[src/rtl/alu_sequencer_if.sv]
// rtl/alu_sequencer_if.sv - single-port register unit bus between alu_sequencer and the 16x8 register file
interface alu_sequencer_if #(
    parameter int DATA_W = 8,
    parameter int ADDR_W = 4
) ();
    logic [ADDR_W-1:0] rf_addr;
    logic              rf_load;
    logic [DATA_W-1:0] rf_wdata;
    logic [DATA_W-1:0] rf_rdata;

    modport master (output rf_addr, output rf_load, output rf_wdata, input rf_rdata);
    modport slave  (input rf_addr, input rf_load, input rf_wdata, output rf_rdata);
endinterface

[src/rtl/alu_sequencer.sv]
// rtl/alu_sequencer.sv - one register-to-register ALU op per start: read A, read B, execute, write back
// Optional feature macro ALU_SEQ_SHIFT_EN: enables SHL/SHR on opcodes 6/7 (illegal otherwise).
module alu_sequencer #(
    parameter int DATA_W   = 8,
    parameter int ADDR_W   = 4,
    parameter int READ_LAT = 2
) (
    input  logic              clock,
    input  logic              reset,
    input  logic              start,
    input  logic [2:0]        opcode,
    input  logic [ADDR_W-1:0] src_a,
    input  logic [ADDR_W-1:0] src_b,
    input  logic [ADDR_W-1:0] dst,
    output logic              busy,
    output logic              done,
    output logic              err,
    output logic [DATA_W-1:0] result,
    output logic              carry,
    output logic              zero,
    alu_sequencer_if.master   rf
);
    localparam int CNT_W = (READ_LAT > 1) ? $clog2(READ_LAT) : 1;
    localparam logic [CNT_W-1:0] LAST_CNT = CNT_W'(READ_LAT - 1);

    typedef enum logic [2:0] {S_IDLE, S_RDA, S_RDB, S_EXEC, S_WB, S_DONE} state_t;

    state_t            state_q, state_d;
    logic [CNT_W-1:0]  cnt_q, cnt_d;
    logic [2:0]        opcode_q;
    logic [ADDR_W-1:0] src_a_q, src_b_q, dst_q;
    logic [DATA_W-1:0] op_a_q, op_b_q, result_q;
    logic              carry_q, zero_q, busy_q;
    logic [DATA_W-1:0] alu_res;
    logic              alu_carry, illegal_op, last_rd;

    assign last_rd = (cnt_q == LAST_CNT);

    always_comb begin
        alu_res    = '0;
        alu_carry  = 1'b0;
        illegal_op = 1'b0;
        case (opcode_q)
            3'd0: {alu_carry, alu_res} = {1'b0, op_a_q} + {1'b0, op_b_q};
            3'd1: begin
                alu_res   = op_a_q - op_b_q;
                alu_carry = (op_a_q < op_b_q);
            end
            3'd2: alu_res = op_a_q & op_b_q;
            3'd3: alu_res = op_a_q | op_b_q;
            3'd4: alu_res = op_a_q ^ op_b_q;
            3'd5: alu_res = op_a_q;
`ifdef ALU_SEQ_SHIFT_EN
            3'd6: alu_res = {op_a_q[DATA_W-2:0], 1'b0};
            3'd7: alu_res = {1'b0, op_a_q[DATA_W-1:1]};
`endif
            default: illegal_op = 1'b1;
        endcase
    end

    always_comb begin
        state_d     = state_q;
        cnt_d       = cnt_q;
        rf.rf_addr  = '0;
        rf.rf_load  = 1'b0;
        rf.rf_wdata = '0;
        case (state_q)
            S_IDLE: if (start) state_d = S_RDA;
            S_RDA: begin
                rf.rf_addr = src_a_q;
                if (last_rd) begin
                    cnt_d   = '0;
                    state_d = S_RDB;
                end else begin
                    cnt_d = cnt_q + CNT_W'(1);
                end
            end
            S_RDB: begin
                rf.rf_addr = src_b_q;
                if (last_rd) begin
                    cnt_d   = '0;
                    state_d = S_EXEC;
                end else begin
                    cnt_d = cnt_q + CNT_W'(1);
                end
            end
            S_EXEC: state_d = S_WB;
            S_WB: begin
                // Illegal ops still pass through WB so latency is identical, but never write.
                rf.rf_addr  = dst_q;
                rf.rf_wdata = result_q;
                rf.rf_load  = !illegal_op;
                state_d     = S_DONE;
            end
            S_DONE:  state_d = S_IDLE;
            default: state_d = S_IDLE;
        endcase
    end

    always_ff @(posedge clock or negedge reset) begin
        if (!reset) begin
            state_q  <= S_IDLE;
            cnt_q    <= '0;
            opcode_q <= '0;
            src_a_q  <= '0;
            src_b_q  <= '0;
            dst_q    <= '0;
            op_a_q   <= '0;
            op_b_q   <= '0;
            result_q <= '0;
            carry_q  <= 1'b0;
            zero_q   <= 1'b0;
            busy_q   <= 1'b0;
        end else begin
            state_q <= state_d;
            cnt_q   <= cnt_d;
            if (state_q == S_IDLE && start) begin
                opcode_q <= opcode;
                src_a_q  <= src_a;
                src_b_q  <= src_b;
                dst_q    <= dst;
                busy_q   <= 1'b1;
            end
            if (state_q == S_DONE) busy_q <= 1'b0;
            if (state_q == S_RDA && last_rd) op_a_q <= rf.rf_rdata;
            if (state_q == S_RDB && last_rd) op_b_q <= rf.rf_rdata;
            if (state_q == S_EXEC && !illegal_op) begin
                result_q <= alu_res;
                carry_q  <= alu_carry;
                zero_q   <= (alu_res == '0);
            end
        end
    end

    assign busy   = busy_q;
    assign done   = (state_q == S_DONE);
    assign err    = (state_q == S_DONE) && illegal_op;
    assign result = result_q;
    assign carry  = carry_q;
    assign zero   = zero_q;
endmodule

[src/flat_wrapper.sv]
// flat-port wrapper written by rule: the top's interface ports become plain ports
module alu_sequencer_flat 
#(
    parameter int DATA_W   = 8,
    parameter int ADDR_W   = 4,
    parameter int READ_LAT = 2
)
  (clock, reset, start, opcode, src_a, src_b, dst, busy, done, err, result, carry, zero, rf_rf_addr, rf_rf_load, rf_rf_wdata, rf_rf_rdata);
  alu_sequencer_if #(.DATA_W(DATA_W), .ADDR_W(ADDR_W)) rf_i ();
  input  logic clock;
  input  logic reset;
  input  logic start;
  input  logic [2:0] opcode;
  input  logic [ADDR_W-1:0] src_a;
  input  logic [ADDR_W-1:0] src_b;
  input  logic [ADDR_W-1:0] dst;
  output logic busy;
  output logic done;
  output logic err;
  output logic [DATA_W-1:0] result;
  output logic carry;
  output logic zero;
  output wire logic [$bits(rf_i.rf_addr)-1:0] rf_rf_addr;
  output wire logic [$bits(rf_i.rf_load)-1:0] rf_rf_load;
  output wire logic [$bits(rf_i.rf_wdata)-1:0] rf_rf_wdata;
  input wire logic [$bits(rf_i.rf_rdata)-1:0] rf_rf_rdata;
  assign rf_rf_addr = rf_i.rf_addr;
  assign rf_rf_load = rf_i.rf_load;
  assign rf_rf_wdata = rf_i.rf_wdata;
  assign rf_i.rf_rdata = rf_rf_rdata;
  alu_sequencer #(.DATA_W(DATA_W), .ADDR_W(ADDR_W), .READ_LAT(READ_LAT)) u_core (.clock(clock), .reset(reset), .start(start), .opcode(opcode), .src_a(src_a), .src_b(src_b), .dst(dst), .busy(busy), .done(done), .err(err), .result(result), .carry(carry), .zero(zero), .rf(rf_i));
endmodule
[config.mk]
export PLATFORM = sky130hd
export DESIGN_NAME = alu_sequencer_flat
export DESIGN_NICKNAME = d
export VERILOG_FILES = /design/src/rtl/alu_sequencer_if.sv /design/src/rtl/alu_sequencer.sv /design/src/flat_wrapper.sv
export SDC_FILE = /design/constraint.sdc
export NUM_CORES = 1
export LEC_CHECK = 0
export ABC_CLOCK_PERIOD_IN_PS = 5450
export CORE_UTILIZATION = 55
export DETAILED_ROUTE_END_ITERATION = 12
export PLACE_DENSITY = 0.82
export SYNTH_ARGS = -nofsm -noshare
export SYNTH_HDL_FRONTEND = slang
export SYNTH_SLANG_ARGS = --single-unit
export TNS_END_PERCENT = 100
[constraint.sdc]
create_clock -name clock -period 5.45 [get_ports clock]
set_input_delay 1.09 -clock clock [delete_from_list [all_inputs] [get_ports clock]]
set_output_delay 1.09 -clock clock [all_outputs]
set_load 0.01 [all_outputs]
==> results.json <==
{
  "first_global_vias": 2548,
  "drv_slew": 0,
  "ys_ff_latch": 46,
  "fin_tns_setup_ns": 0,
  "drt_iter0_drc": 128,
  "cts_root_buf": "clkbuf_8",
  "drt-total-wl_um": 6890,
  "synth_cell_types": 57,
  "peakVddDrop_mv": 0.294,
  "synth_ff_type": "dfrtp_1",
  "ant_nets": 0,
  "grt_pass1_wl_um": 11700,
  "p_leak_nw": 1.63,
  "end_kind": "output pin",
  "period_minus_slack_ns": 3.23,
  "rsz0062_at_grt": "false",
  "busiest_layer": "met2",
  "clockBufferDepth": 2,
  "postCtsResizedCells": 0,
  "area_growth_pct": 20.2,
  "place_congestion": 0.860,
  "cp.required_ns": 4.36,
  "synth_top_cells_by_count": "dfrtp_1, nand2_1, o21ai_0",
  "synth.most_common_cell": "dfrtp_1",
  "clock-sinks": 46,
  "dp_hpwl_um": 5210,
  "io_pins": 52,
  "nets": 432,
  "wire_per_inst_um": 15.3,
  "dieArea_um2": 5920,
  "post-cts-setup-buffers": 0,
  "met2_usage": 0.444,
  "numCtsBuffers": 5,
  "synth_top_area_frac": 0.373,
  "grt_overflow": 0,
  "grtUsageMet1": 0.309,
  "tritoncts": "yes",
  "critPathLaunchType": "flop",
  "hold_violations": 0,
  "routed_via_density": 5.70,
  "synth_area_leaders": "dfrtp_1, ha_1, mux2_2",
  "syn_area_per_cell_um2": 9.19,
  "skew_ns": 0.00818,
  "io_buffers": 51,
  "hold_path_class": "reg2reg",
  "setup_ws_ns": 2.22,
  "postCtsHoldBufs": 0,
  "arrival_ns": 2.14,
  "setup_viol": 0,
  "synth_nets": 389,
  "coreArea_um2": 5270,
  "syn_inst": 336,
  "vias": 2566,
  "outcome": "finished clean",
  "cap_violations": 0,
  "fp.dieH_um": 76.9,
  "crit_fanout": 11,
  "use_met3": 0.0333,
  "place_ws_ns": 2.56,
  "powerDensity_nw_per_um2": 646,
  "die_w_um": 76.9,
  "crit_type": "reg2out",
  "core.rowCount": 26,
  "synth_edf_count": 0,
  "fmax_mhz": 310,
  "drt_pass1_iterations": 6,
  "rrSetupSlack_ns": 2.84,
  "layout-drive-gt1-share": 0.105,
  "antenna_found_initial": 0,
  "tightest_slew_ns": 0.993,
  "grt_usage": 0.250,
  "grt_max_degree": 47,
  "p_total_mw": 2.40,
  "syn_area_um2": 3090,
  "diodes": 0,
  "yosys.area.top_type": "dfrtp_1",
  "whs_ns": 0.503,
  "drc": 0,
  "clk_pin_slew_ns": 0.08,
  "finalCritPeriodShare": 0.592,
  "start_util": 0.586,
  "htreeDepth": 2,
  "relSlewSlack": 0.338,
  "synth_warnings": 0,
  "ys_seq_area_frac": 0.373,
  "clk_latency_ns": 0.30,
  "async_reset_ff_frac": 1.00
}
-- worst paths after layout --
check	startpoint	to	depth (start not counted)
max reg2reg	u_core.op_a_q[0]	u_core.result[6]	11
min reg2reg	u_core.busy	u_core.busy	1
max	u_core.state_q[0]	rf_rf_addr[1]	5
max in group asynchronous	reset	u_core.dst_q[0]	1
min	u_core.busy	u_core.busy	1
min in group asynchronous	reset	u_core.src_a_q[1]	1
-- worst max-delay path, stage by stage, from the launching register on --
cell	delay [ns]
dfrtp_1	0.44
nor2_1	0.41
and2_1	0.28
nand2_1	0.06
o21ai_0	0.08
clkdlybuf4s50_1	0.57
-- final cells by class --
class | count | area [um2]
Multi-Input combinational cell | 242 | 1730
Fill cell | 420 | 1560
Sequential cell | 46 | 1150
Timing Repair Buffer | 53 | 520
Inverter | 31 | 116
Tap cell | 70 | 87.6
Clock buffer | 6 | 72.6
Clock inverter | 2 | 37.5
-- kinds of logic (layout without fill, tap and decap cells) --
kind of cell	Yosys count	after routing	synth area share
compound gates	99	99	0.209
xor+xnor	6	6	0.0170
fa+ha+maj	27	27	0.114
mux	18	18	0.0689
buf+inv	48	92	0.0701
simple gates	92	92	0.149
flops	46	46	0.373
-- flip-flops by register name, indices dropped and copies added, names as in the netlist --
name / flops
u_core.op_b_q: 8
u_core.opcode_q: 3
u_core.result: 8
u_core.state_q: 3
u_core.src_b_q: 4
u_core.dst_q: 4
u_core.carry: 1
u_core.cnt_q: 1
u_core.busy: 1
u_core.zero: 1
u_core.src_a_q: 4
u_core.op_a_q: 8
-- stage by stage --
step	std cells	util	area, um2
6_report	450	0.705	3710
5_1_grt	450	0.705	3710
4_1_cts	450	0.705	3710
3_5_place_dp	442	0.684	3600
3_3_place_gp	442	0.684	3600
2_1_floorplan	336	-	3090
-- per-layer routing --
metal	routed length [um]	vias to the layer above	part of all wire
met2	3400	69	0.49
met5	0	-	0
met1	3140	1223	0.46
met4	82	0	0.012
li1	-	1267	-
met3	266	7	0.039
-- cells in the final DEF, fill, tap and decap left out, types with 3 or more instances in the layout --
master / count
inv_2: 3
o21ai_0: 30
mux2_2: 16
nand2_1: 36
and3_1: 10
nand2b_1: 3
o21bai_1: 3
a21oi_1: 20
nand3_1: 3
nand3b_1: 3
ha_1: 25
dfrtp_1: 46
a22oi_1: 6
inv_1: 28
o211ai_1: 4
a221oi_1: 4
a21o_1: 4
xnor2_1: 5
o22ai_1: 3
nor2_1: 18
clkbuf_8: 5
a31oi_1: 5
nor2b_1: 6
clkdlybuf4s50_1: 50
-- report_power, final --
part,internal [mW],switching [mW]
sequential,0.507,0.192
clock,0.137,0.114
combinational,0.674,0.775
Note: power is estimated with default switching activity, not from simulation.
